### src/rtl/cache_pkg.sv
// +-----------------------------------------------------------------------+
// | cache_pkg: shared state encoding and default geometry for the fill    |
// | controller.                            Revision: 1.0                  |
// +-----------------------------------------------------------------------+
`default_nettype none

package cache_pkg;

  localparam int unsigned ADDR_W_DEF     = 16;
  localparam int unsigned WORDS_DEF      = 8;
  localparam int unsigned WORD_BYTES_DEF = 2;

  typedef enum logic [1:0] {
    ST_IDLE = 2'd0,
    ST_WB   = 2'd1,
    ST_FILL = 2'd2,
    ST_DONE = 2'd3
  } fill_state_e;

endpackage

`default_nettype wire

### src/rtl/cache_word_counter.sv
// +-----------------------------------------------------------------------+
// | cache_word_counter: word counter with synchronous clear (priority)    |
// | and count enable.                      Revision: 1.0                  |
// +-----------------------------------------------------------------------+
`default_nettype none

module cache_word_counter #(
  parameter int WIDTH = 4
) (
  input  logic             clk,
  input  logic             rst,
  input  logic             clear,
  input  logic             enable,
  output logic [WIDTH-1:0] count
);

  logic [WIDTH-1:0] count_q;
  logic [WIDTH-1:0] count_d;

  always_comb begin
    count_d = count_q;
    if (clear) begin
      count_d = '0;
    end else if (enable) begin
      count_d = count_q + WIDTH'(1);
    end
  end

  always_ff @(posedge clk or posedge rst) begin
    if (rst) begin
      count_q <= '0;
    end else begin
      count_q <= count_d;
    end
  end

  assign count = count_q;

endmodule

`default_nettype wire

### src/rtl/cache_fill_ctrl.sv
// +-----------------------------------------------------------------------+
// | cache_fill_ctrl: miss handling FSM -- optional dirty-victim write-back |
// | (CACHE_FILL_WB_EN), block fill, tag update.   Revision: 1.0           |
// +-----------------------------------------------------------------------+
`default_nettype none

module cache_fill_ctrl
  import cache_pkg::*;
#(
  parameter int ADDR_W     = ADDR_W_DEF,
  parameter int WORDS      = WORDS_DEF,
  parameter int WORD_BYTES = WORD_BYTES_DEF
) (
  input  logic              clk,
  input  logic              rst,
  input  logic              miss_detected,
  input  logic [ADDR_W-1:0] miss_address,
  input  logic              victim_dirty,
  input  logic [ADDR_W-1:0] victim_address,
  input  logic              memory_data_valid,
  output logic              fsm_busy,
  output logic              mem_rd_req,
  output logic              mem_wr_req,
  output logic [ADDR_W-1:0] main_memory_address,
  output logic [ADDR_W-1:0] memory_address,
  output logic              write_data_array,
  output logic              write_tag_array,
  output logic              fill_done
);

  localparam int OFF_W = $clog2(WORDS * WORD_BYTES);
  localparam int WB_SH = $clog2(WORD_BYTES);
  localparam int CNT_W = $clog2(WORDS) + 1;
  localparam logic [ADDR_W-1:0] BASE_MASK = ~((ADDR_W'(1) << OFF_W) - ADDR_W'(1));
  localparam logic [CNT_W-1:0]  WORDS_C   = CNT_W'(WORDS);
  localparam logic [CNT_W-1:0]  LAST_C    = CNT_W'(WORDS - 1);

  function automatic logic [ADDR_W-1:0] word_off(input logic [CNT_W-1:0] c);
    return ADDR_W'(c) << WB_SH;
  endfunction

  fill_state_e       state_q, state_d;
  logic [ADDR_W-1:0] miss_base_q, miss_base_d;
  logic [CNT_W-1:0]  iss_cnt, ret_cnt;
  logic              cnt_clr, iss_en, ret_en;
  logic              accept, iss_open, ret_open;
  logic              wb_go, wr_active;
  logic [ADDR_W-1:0] wr_addr;

  assign accept   = (state_q == ST_IDLE) && miss_detected;
  assign iss_open = iss_cnt < WORDS_C;
  assign ret_open = ret_cnt < WORDS_C;

`ifdef CACHE_FILL_WB_EN
  logic [ADDR_W-1:0] victim_base_q, victim_base_d;
  logic              victim_dirty_q, victim_dirty_d;

  always_comb begin
    victim_base_d  = victim_base_q;
    victim_dirty_d = victim_dirty_q;
    if (accept) begin
      victim_base_d  = victim_address & BASE_MASK;
      victim_dirty_d = victim_dirty;
    end
  end

  always_ff @(posedge clk or posedge rst) begin
    if (rst) begin
      victim_base_q  <= '0;
      victim_dirty_q <= 1'b0;
    end else begin
      victim_base_q  <= victim_base_d;
      victim_dirty_q <= victim_dirty_d;
    end
  end

  assign wb_go     = victim_dirty;
  assign wr_active = (state_q == ST_WB) && victim_dirty_q;
  assign wr_addr   = victim_base_q + word_off(iss_cnt);
`else
  logic unused_victim;
  assign unused_victim = ^{victim_dirty, victim_address};
  assign wb_go     = 1'b0;
  assign wr_active = 1'b0;
  assign wr_addr   = '0;
`endif

  always_comb begin
    state_d     = state_q;
    miss_base_d = miss_base_q;
    case (state_q)
      ST_IDLE: begin
        if (miss_detected) begin
          miss_base_d = miss_address & BASE_MASK;
          state_d     = wb_go ? ST_WB : ST_FILL;
        end
      end
      ST_WB: begin
        if (iss_cnt == LAST_C) state_d = ST_FILL;
      end
      ST_FILL: begin
        if (memory_data_valid && ret_open && (ret_cnt == LAST_C)) state_d = ST_DONE;
      end
      default: state_d = ST_IDLE;
    endcase
  end

  always_ff @(posedge clk or posedge rst) begin
    if (rst) begin
      state_q     <= ST_IDLE;
      miss_base_q <= '0;
    end else begin
      state_q     <= state_d;
      miss_base_q <= miss_base_d;
    end
  end

  // Counters are held clear in IDLE and re-cleared on the WB-to-FILL hand-off.
  assign cnt_clr = (state_q == ST_IDLE) || ((state_q == ST_WB) && (iss_cnt == LAST_C));
  assign iss_en  = ((state_q == ST_FILL) && iss_open) || (state_q == ST_WB);
  assign ret_en  = (state_q == ST_FILL) && memory_data_valid && ret_open;

  cache_word_counter #(.WIDTH(CNT_W)) u_iss_cnt (
    .clk    (clk),
    .rst    (rst),
    .clear  (cnt_clr),
    .enable (iss_en),
    .count  (iss_cnt)
  );

  cache_word_counter #(.WIDTH(CNT_W)) u_ret_cnt (
    .clk    (clk),
    .rst    (rst),
    .clear  (cnt_clr),
    .enable (ret_en),
    .count  (ret_cnt)
  );

  always_comb begin
    fsm_busy            = !rst && ((state_q != ST_IDLE) || miss_detected);
    mem_rd_req          = (state_q == ST_FILL) && iss_open;
    mem_wr_req          = wr_active;
    write_data_array    = ret_en;
    write_tag_array     = (state_q == ST_DONE);
    fill_done           = (state_q == ST_DONE);
    main_memory_address = '0;
    memory_address      = '0;
    if (mem_rd_req) begin
      main_memory_address = miss_base_q + word_off(iss_cnt);
    end else if (wr_active) begin
      main_memory_address = wr_addr;
    end
    if (ret_en) begin
      memory_address = miss_base_q + word_off(ret_cnt);
    end else if (wr_active) begin
      memory_address = miss_base_q + word_off(iss_cnt);
    end
  end

endmodule

`default_nettype wire

### config.mk
export PLATFORM = sky130hd
export DESIGN_NAME = cache_fill_ctrl
export DESIGN_NICKNAME = d
export VERILOG_FILES = /design/src/rtl/cache_pkg.sv /design/src/rtl/cache_word_counter.sv /design/src/rtl/cache_fill_ctrl.sv
export SDC_FILE = /design/constraint.sdc
export NUM_CORES = 1
export LEC_CHECK = 0
export CAP_MARGIN = 0
export CORE_ASPECT_RATIO = 1.75
export CORE_MARGIN = 2
export CORE_UTILIZATION = 44
export CTS_CLUSTER_SIZE = 20
export DETAILED_ROUTE_END_ITERATION = 12
export GPL_ROUTABILITY_DRIVEN = 0
export PLACE_DENSITY = 0.84
export SLEW_MARGIN = 20
export SYNTH_ARGS = -nofsm -noshare
export SYNTH_HDL_FRONTEND = slang
export SYNTH_HIERARCHICAL = 1
export SYNTH_SLANG_ARGS = --single-unit
### constraint.sdc
create_clock -name clk -period 4.2 [get_ports clk]
set_input_delay 0.84 -clock clk [delete_from_list [all_inputs] [get_ports clk]]
set_output_delay 0.84 -clock clk [all_outputs]
set_load 0.05 [all_outputs]
Yosys cells after proc, flatten, opt, wreduce, memory -nomap -nowiden
Cells that the tools add are included.

storage, ports and cells
  word-level logic and storage cells = 45
  bits in registers = 22
  output and inout bits = 38
  bits of input ports = 37

operators by class
  magnitude comparators = 2
  equal/unequal tests = 8
  reduce and logical (&&, ||, !) cells = 17
  muxes and demuxes = 10
  add/sub/neg operators = 4

operator list
  cell                 number
  $add 16x5->16        2
  $mux 16              2
  $mux 4               4
  $add 4x1->4 const B  2
  $eq 4x3->1 const B   2
  $lt 4x4->1 const B   2
  $logic_and 1x1->1    7
  $mux 2               3
  $ne 2x2->1 const B   3
  $pmux 2 s3           1
  $reduce_bool 2->1    3
  $eq 2x2->1 const B   2
  $logic_or 1x1->1     3
  $reduce_and 3->1     1
  $eq 2x1->1 const B   1
  $logic_not 2->1      1
  $reduce_and 2->1     1
  $logic_not 1->1      1

Depth between registers and ports, before layout
Gate-level depths: netlist of run 1.

  depth in word-level cells = 5
  depth in mapped cells = 6
  gate-level depth less buffers = 5

Cells and area by module
Netlist of run 1, hierarchy kept.

modules (own cells, without submodules)
  module              times used  cells an instance  seq. area each (µm²)  area each (µm²)
  cache_fill_ctrl     1           144                350.3                 1,209.9
  cache_word_counter  2           17                 100.1                 196.4

Least setup slack after synthesis of run 1
Ideal clock, no wire load.

  path kind = register to output
  start point = register miss_base_q[4]
  end point = output port memory_address[12]
  arrival = 2.089 ns
  buffers on the path = 0
  stages on the path, launching flop included = 6
  path slack = 1.271 ns
  data required time = 3.360 ns
  cell sequence = dfrtp_1 -> ha_1 -> ha_1 -> nand3_1 -> or4_1 -> a21oi_1

on the way
  word-level cells in the longest chain between the ends = 2

ends and longest elaborated chain
  item                    line                    text
  start, declared         cache_fill_ctrl.sv:43   logic [ADDR_W-1:0] miss_base_q, miss_base_d;
  start signal, assigned  cache_fill_ctrl.sv:114  miss_base_q <= miss_base_d;
  $add 16x5->16           cache_fill_ctrl.sv:154  memory_address = miss_base_q + word_off(ret_cnt);
  $mux 16                 cache_fill_ctrl.sv:153  if (ret_en) begin
  end, declared           cache_fill_ctrl.sv:25   output logic [ADDR_W-1:0] memory_address,

No other way between the ends.

Worst setup path after layout of run 1
  start point = register miss_base_q[4]
  end point = output port memory_address[14]

The elaborated chain is that of the path after synthesis.

==> results.cfg, run 1 <==
[outcome]
status = finished clean

[setup_path]
cp.arrival_ps = 2710
reg2reg_depth = 4
critPathLaunch = miss_base_q[4]
start_kind = flop
critPathCaptureType = output pin
rr_startpoint = state_q[1]
crit_fanout = 7
crit_type = flop to output pin
crit_required_ps = 3360

[floorplanning]
die_h_um = 83.8
die_area_um2 = 4160
io_pins = 75
initial_core_util_pct = 45.1
num_rows = 29
dieWidth_um = 49.6
coreArea_um2 = 3560

[place]
place_area_um2 = 2090
dpl.cell_count = 264
io_buffers = 50
dp_hpwl_um = 2910
pre_cts_ws_ps = 668

[power]
pwr-share-comb_pct = 68.4
powerDensity_nw_per_um2 = 920
p_switching_mw = 1.09
pwr-share-seq_pct = 24.0
p_leak_nw = 0.842
peakVddDrop_mv = 0.549
power_switching_share_pct = 55.2
internal_power_mw = 0.884
total_power_mw = 1.97
p_clk_share_pct = 7.7

[cts]
post_cts_resized = 0
cts_made_buffers = 3
cts_sinks = 22
clockBufferDepth = 2
path_clk_slew_ps = 80
cts_setup_buffers = 0
cts_tree = built
clockRootBuffer = clkbuf_8
cts_hold_buffers = 0
clk_latency_ps = 260
h-tree-depth = 1

[finish]
fin_cells = 268
layout-drive-gt1-share_pct = 11.3
diodes = 0
num-fill-cells = 328
seqCellArea_um2 = 551
multi_input_area_um2 = 947
final_area_um2 = 2150
flow.area_growth_from_synthesis_pct = 34.0
nets = 266
final_util_pct = 60.4

[grt]
grt_use_total_pct = 18.4
grt_max_degree = 15
grt_overflow = 0
first_global_vias = 1317
grt_pass1_wl_um = 6020
antenna_found_initial = 0

[timing]
tightest_slew_ps = 965
maxSlewViolCount = 0
hold_ws_ps = 584
layout_min_cycle_time_ps = 3550
finalSetupViolCount = 0
final-hold-violation-count = 0
fin_skew_ps = 2.63
rsz0062_at_grt = no
final.setup.tns_ps = 0
clock.fmax_mhz = 282
setup_ws_ps = 651
fin_crit_sh_pct = 84.5
relSlewSlack_pct = 35.4

[route]
vias = 1435
first_pass_iters = 4
ant_nets = 0
remaining_drc_errors = 0
viasPerCell = 5.35
drt_iter0_drc = 39
routed_wl_um = 3670
wl_per_cell_um = 13.7

[yosys]
ys_top_cells_by_count = 22 x dfrtp_1, 18 x a21oi_1, 15 x nor2_1
ys_warn_count = 6
async_flop_share_pct = 100
synth-xor-area-share_pct = 4.37
synth_flop_cell = dfrtp_1
syn_avg_cell_area_um2 = 9.00
synth-edff-count = 0
synth.area.top_cells = dfrtp_1 34%, mux2_2 6.3%, a21oi_1 5.6%
ys_types = 36
syn_inst = 178
synth_fa_ha_area_share_pct = 4.68
synthDominantCellAreaShare_pct = 34.3
syn_area_um2 = 1600
synth.yosys.seq_area_share_pct = 34.3
ys_seq_elements = 22
yosysTopAreaCell = dfrtp_1
synth-compound-area-share_pct = 14.2
synth-simple-area-share_pct = 24.3
synth.area.mux_share_pct = 10.9
synth_top_family_by_area = simple AND/OR/NAND/NOR gates
synth.most_common_cell = dfrtp_1

[hold_path]
hold_path_startpoint = u_ret_cnt/count[2]
hold_path.class = flop to flop
holdPathStages = 1

[job]
drv_cap = 0
-- final timing paths --
check                                     end  slack (ps)
max in group asynchronous      miss_base_q[7]        2800
max reg2reg                u_iss_cnt/count[3]        2210
min reg2reg                        state_q[0]         580
max                        memory_address[14]         650
min                                state_q[0]         580
min in group asynchronous  u_iss_cnt/count[2]         850
-- per-layer routing --
metal / global-route usage, % / share of wire [%] / vias to the layer above
met1: 19.6 / 38 / 675
met5: 0 / 0 / -
met3: 2.33 / 4.0 / 4
li1: - / - / 719
met4: 6.31 / 1.2 / 0
met2: 35.3 / 57 / 37
-- power by group through the flow --
| stage | sequential [mW] | clock [mW] | combinational (mW) |
|---|---|---|---|
| floorplan | 0.404 | 0 | 1.03 |
| global placement | 0.476 | 0 | 1.34 |
| detailed placement | 0.478 | 0 | 1.36 |
| CTS | 0.474 | 0.158 | 1.36 |
| global route | 0.498 | 0.165 | 1.43 |
| finish | 0.473 | 0.151 | 1.35 |
-- sequential cells by signal (all words and copies together) (netlist names) --
signal	cells
miss_base_q	12
u_iss_cnt/count	4
u_ret_cnt/count	4
state_q	2
-- cell type report --
cell class | instances | share of cell area, %
clock buffer | 4 | 2.56
inverter | 9 | 1.57
multi-input combinational | 136 | 44.1
sequential | 22 | 25.6
tap | 46 | 2.68
timing repair buffer | 51 | 23.4
-- cells in the final DEF, fill, tap and decap left out, types with 2 or more instances in the layout --
master,netlist,routed
mux2_2,9,9
xor2_1,4,4
a21bo_2,2,2
a21oi_1,18,18
nand2_1,6,6
mux2i_1,2,2
and2_1,10,10
clkdlybuf4s50_1,0,48
buf_4,5,3
mux2_4,2,2
nor2b_1,2,2
ha_1,6,6
or3_1,6,6
dfrtp_1,22,22
o31ai_1,8,8
nand3b_1,2,2
mux2_1,2,2
clkbuf_8,0,4
o21ai_0,8,8
nor2_1,15,15
conb_1,1,3
nand4_1,6,6
xnor2_1,4,4
nand3_1,5,5
or4_1,8,8
inv_1,8,8
-- kinds of logic after synthesis --
kind of cell,Yosys count
simple gates,66
compound gates,38
flops,22
buf+inv,22
mux,15
xor+xnor,8
fa+ha+maj,6
other cells,1
-- critical path, stage by stage (launching register included) --
cell and delay, ps:
dfrtp_1 410, ha_1 190, ha_1 180, nand3_1 210
or4_1 460, a21oi_1 180, clkdlybuf4s50_1 820
(Power assumes the default switching activity.)
==> run 2, diff against run 1 <==
- CORE_UTILIZATION: 44 -> 41
- PLACE_DENSITY: 0.84 -> 0.79
- clock period: 4.2 -> 3.4 ns (I/O delays scaled with it)
==> run 2 against run 1 <==
Net effect:
- register-to-register slack lost 770 ps
- wire length up 5.8%
- global-route usage up 0.33 points
- critical endpoint is now main_memory_address[10]
- largest cell class unchanged
- largest power group unchanged
==> results.cfg, run 2 (synthesis results as in run 1) <==
[route]
drt_iter0_drc = 34
routed_wl_um = 3880
remaining_drc_errors = 0
vias = 1451
first_pass_iters = 4
viasPerCell = 5.32
wl_per_cell_um = 14.2
ant_nets = 0

[timing]
maxSlewViolCount = 0
tightest_slew_ps = 811
final.setup.tns_ps = 0
layout_min_cycle_time_ps = 3220
clock.fmax_mhz = 310
fin_skew_ps = 4.81
relSlewSlack_pct = 45.9
rsz0062_at_grt = no
fin_crit_sh_pct = 94.8
finalSetupViolCount = 0
final-hold-violation-count = 0
setup_ws_ps = 178

[finish]
layout-drive-gt1-share_pct = 19.1
top_register = miss_base_q
largest_register_ffs = 12
final_common_cell = clkdlybuf4s50_1
final_util_pct = 58.3
flow.area_growth_from_synthesis_pct = 39.3
nets = 269
diodes = 0
final_cell_mix = 30 x clkdlybuf4s50_1, 22 x dfrtp_1, 18 x a21oi_1, 15 x nor2_1, 15 x buf_4

[cts]
clk_latency_ps = 260
cts_tree = built
cts_made_buffers = 3
cts_sinks = 22
clockBufferDepth = 2
cts_hold_buffers = 0
cts_setup_buffers = 0
post_cts_resized = 0
path_clk_slew_ps = 80
h-tree-depth = 1
clockRootBuffer = clkbuf_8

[floorplanning]
die_h_um = 86.7
coreArea_um2 = 3830
die_area_um2 = 4450
initial_core_util_pct = 41.9
io_pins = 75
dieWidth_um = 51.3
num_rows = 30

[setup_path]
critPathCaptureType = output pin
crit_required_ps = 2720
crit_type = flop to output pin
cp.arrival_ps = 2540
start_kind = flop
crit_fanout = 6

[power]
p_leak_nw = 0.952
powerDensity_nw_per_um2 = 1160
peakVddDrop_mv = 0.673

[grt]
grt_use_total_pct = 18.7
grt_max_degree = 15
grt_overflow = 0
antenna_found_initial = 0
first_global_vias = 1406
grt_pass1_wl_um = 6510

[place]
io_buffers = 50
pre_cts_ws_ps = 391
dp_hpwl_um = 3020

[hold_path]
hold_path.class = flop to flop

[outcome]
status = finished clean

[job]
drv_cap = 0
-- run 2: path summary, 6_finish.rpt --
check,from,to,slack (ps),depth (start not counted)
worst min register to register,u_ret_cnt/count[1],u_ret_cnt/count[1],580,2
worst max-delay path,u_iss_cnt/count[3],main_memory_address[10],180,5
worst min-delay path,u_ret_cnt/count[1],u_ret_cnt/count[1],580,2
min in group asynchronous,rst,u_iss_cnt/count[0],690,2
max in group asynchronous,rst,miss_base_q[14],2180,2
worst max register to register,u_iss_cnt/count[3],u_ret_cnt/count[3],1440,4
-- run 2: worst max-delay path: stages (launching register included) --
cell	delay, ps
dfrtp_1	450
ha_1	230
nand4_1	230
or3_1	400
a21oi_1	150
clkdlybuf4s50_1	810
-- run 2: cell type report --
| cell class | count | area, um2 |
|---|---|---|
| timing repair buffer | 54 | 571 |
| multi-input combinational | 136 | 947 |
| sequential | 22 | 551 |
| tap | 48 | 60.1 |
| inverter | 9 | 33.8 |
| clock inverter | 1 | 30.0 |
| clock buffer | 3 | 41.3 |
| fill | 367 | 1600 |
-- run 2: metrics by stage --
| step | power (mW) | area, um2 | hold WS, ps | std cells |
|---|---|---|---|---|
| after global placement | 2.33 | 2150 | 558 | 269 |
| after detailed placement | 2.36 | 2150 | 572 | 269 |
| after floorplan | 1.77 | 1610 | 446 | 180 |
| after global routing | 2.75 | 2230 | 617 | 273 |
| final | 2.59 | 2230 | 582 | 273 |
| after CTS | 2.61 | 2230 | 589 | 273 |
-- run 2: where the power goes --
part           internal (mW)  switching [mW]  total (mW)
clock                  0.157          0.0841       0.241
sequential             0.384           0.205       0.589
combinational          0.663            1.10        1.76
-- run 2: metal layers --
metal | routed length [um] | track usage (%) | vias up | part of all wire (%)
li1 | - | - | 726 | -
met5 | 0 | 0 | - | 0
met1 | 1470 | 20.7 | 683 | 38
met2 | 2230 | 36.8 | 36 | 57
met3 | 131 | 1.90 | 6 | 3.4
met4 | 49 | 4.31 | 0 | 1.3
==> run 3, diff against run 2 <==
- CORE_MARGIN: 2 -> 1
- PLACE_DENSITY: 0.79 -> 0.88
==> run 3 against run 2 <==
Net effect:
- count of clock-buffer cells in the layout up 1
- core utilization up 2.8 points
- clock power down 22%
- worst hold slack worse by 15 ps
- sequential power about the same
- critical path type unchanged
- critical endpoint is now main_memory_address[12]
==> results.cfg, run 3 (synthesis results as in run 1) <==
[outcome]
status = finished clean

[cts]
post_cts_resized = 0
h-tree-depth = 1
cts_sinks = 22
clockBufferDepth = 2
cts_tree = built
cts_made_buffers = 3
path_clk_slew_ps = 80
clk_latency_ps = 270
cts_hold_buffers = 0
clockRootBuffer = clkbuf_8
cts_setup_buffers = 0

[timing]
clock.fmax_mhz = 304
hold_ws_ps = 567
tightest_slew_ps = 799
relSlewSlack_pct = 46.7
rsz0062_at_grt = no
setup_ws_ps = 112
fin_crit_sh_pct = 96.7
final.setup.tns_ps = 0
finalSetupViolCount = 0
layout_min_cycle_time_ps = 3290
final-hold-violation-count = 0
fin_skew_ps = 3.13
maxSlewViolCount = 0

[power]
pwr-share-comb_pct = 69.5
p_switching_mw = 1.38
p_clk_share_pct = 7.4
peakVddDrop_mv = 0.692
internal_power_mw = 1.16
power_switching_share_pct = 54.2
p_leak_nw = 0.935
powerDensity_nw_per_um2 = 1140
pwr-share-seq_pct = 23.1

[finish]
final_cell_mix = 32 x clkdlybuf4s50_1, 22 x dfrtp_1, 18 x a21oi_1, 15 x nor2_1, 12 x buf_4
final_area_um2 = 2240
top_register = miss_base_q
layout-drive-gt1-share_pct = 18.7
flow.area_growth_from_synthesis_pct = 39.7
largest_register_ffs = 12
final_common_cell = clkdlybuf4s50_1
diodes = 0
nets = 269

[setup_path]
cpPeakStageDelay_ps = 830
start_kind = flop
crit_fanout = 6
cp.arrival_ps = 2610
reg2reg_depth = 4
rr_startpoint = u_iss_cnt/count[3]
critPathCaptureType = output pin
regToRegSetupSlack_ps = 1500
critPathSlowestCell = clkdlybuf4s50_1
path_cells = ha_1, nand3_1, or4_1, a21oi_1, clkdlybuf4s50_1
crit_type = flop to output pin
r2r_end = u_iss_cnt/count[3]
crit_required_ps = 2720

[route]
first_pass_iters = 4
drt_iter0_drc = 26
wl_per_cell_um = 14.0
ant_nets = 0
viasPerCell = 5.40
remaining_drc_errors = 0
vias = 1464
routed_wl_um = 3790

[hold_path]
hold_path_startpoint = miss_base_q[4]
holdPathStages = 1
holdPathEnd = miss_base_q[4]
hold_path.class = flop to flop

[floorplanning]
num_rows = 29
initial_core_util_pct = 43.7
die_h_um = 84.7
io_pins = 75
dieWidth_um = 49.3
die_area_um2 = 4170
coreArea_um2 = 3660

[grt]
antenna_found_initial = 0
grt_max_degree = 15
first_global_vias = 1390
grt_use_total_pct = 19.6
grt_overflow = 0
grt_pass1_wl_um = 6380

[place]
io_buffers = 50
pre_cts_ws_ps = 385
dp_hpwl_um = 3000
place_area_um2 = 2180

[job]
drv_cap = 0
run 3: per-layer routing:
layer | vias up | share of wire, % | GRT usage, %
li1 | 719 | - | -
met3 | 7 | 4.4 | 1.63
met1 | 688 | 37 | 20.8
met2 | 50 | 56 | 38.1
met4 | 0 | 1.9 | 7.75
met5 | - | 0 | 0
run 3: power by group through the flow:
stage	sequential (mW)	combinational, mW	clock [mW]
3_3_place_gp	0.585	1.74	0
4_1_cts	0.586	1.78	0.196
2_1_floorplan	0.499	1.28	0
3_5_place_dp	0.592	1.77	0
5_1_grt	0.618	1.87	0.206
6_report	0.586	1.77	0.189
run 3: final cells by class:
| cell class | instances | area [um2] |
|---|---|---|
| Tap cell | 46 | 57.6 |
| Fill cell | 330 | 1430 |
| Clock buffer | 4 | 55.1 |
| Sequential cell | 22 | 551 |
| Timing Repair Buffer | 54 | 596 |
| Inverter | 9 | 33.8 |
| Multi-Input combinational cell | 136 | 947 |
run 3: worst max-delay path by stage:
stage,startpoint,end,slack [ps],cells past startpoint
6_report,u_iss_cnt/count[3],main_memory_address[12],110,5
5_1_grt,u_iss_cnt/count[3],main_memory_address[12],30,5
4_1_cts,u_iss_cnt/count[3],main_memory_address[14],70,5
3_5_place_dp,u_iss_cnt/count[3],main_memory_address[14],380,5
3_3_place_gp,u_iss_cnt/count[3],main_memory_address[14],400,5
2_1_floorplan,miss_base_q[4],memory_address[12],630,5
run 3: through the flow:
| stage | cells | total power [mW] | utilization [%] |
|---|---|---|---|
| floorplan | 180 | 1.77 | - |
| global placement | 267 | 2.33 | 59.5 |
| detailed placement | 267 | 2.36 | 59.5 |
| CTS | 271 | 2.56 | 61.0 |
| global route | 271 | 2.70 | 61.1 |
| finish | 271 | 2.54 | 61.1 |
run 3: critical path, delay by kind of cell (launching register included):
kind / cells / cell delay [ps]
buf+inv: 1 / 830
compound gates: 1 / 190
simple gates: 2 / 660
flops: 1 / 440
fa+ha+maj: 1 / 220
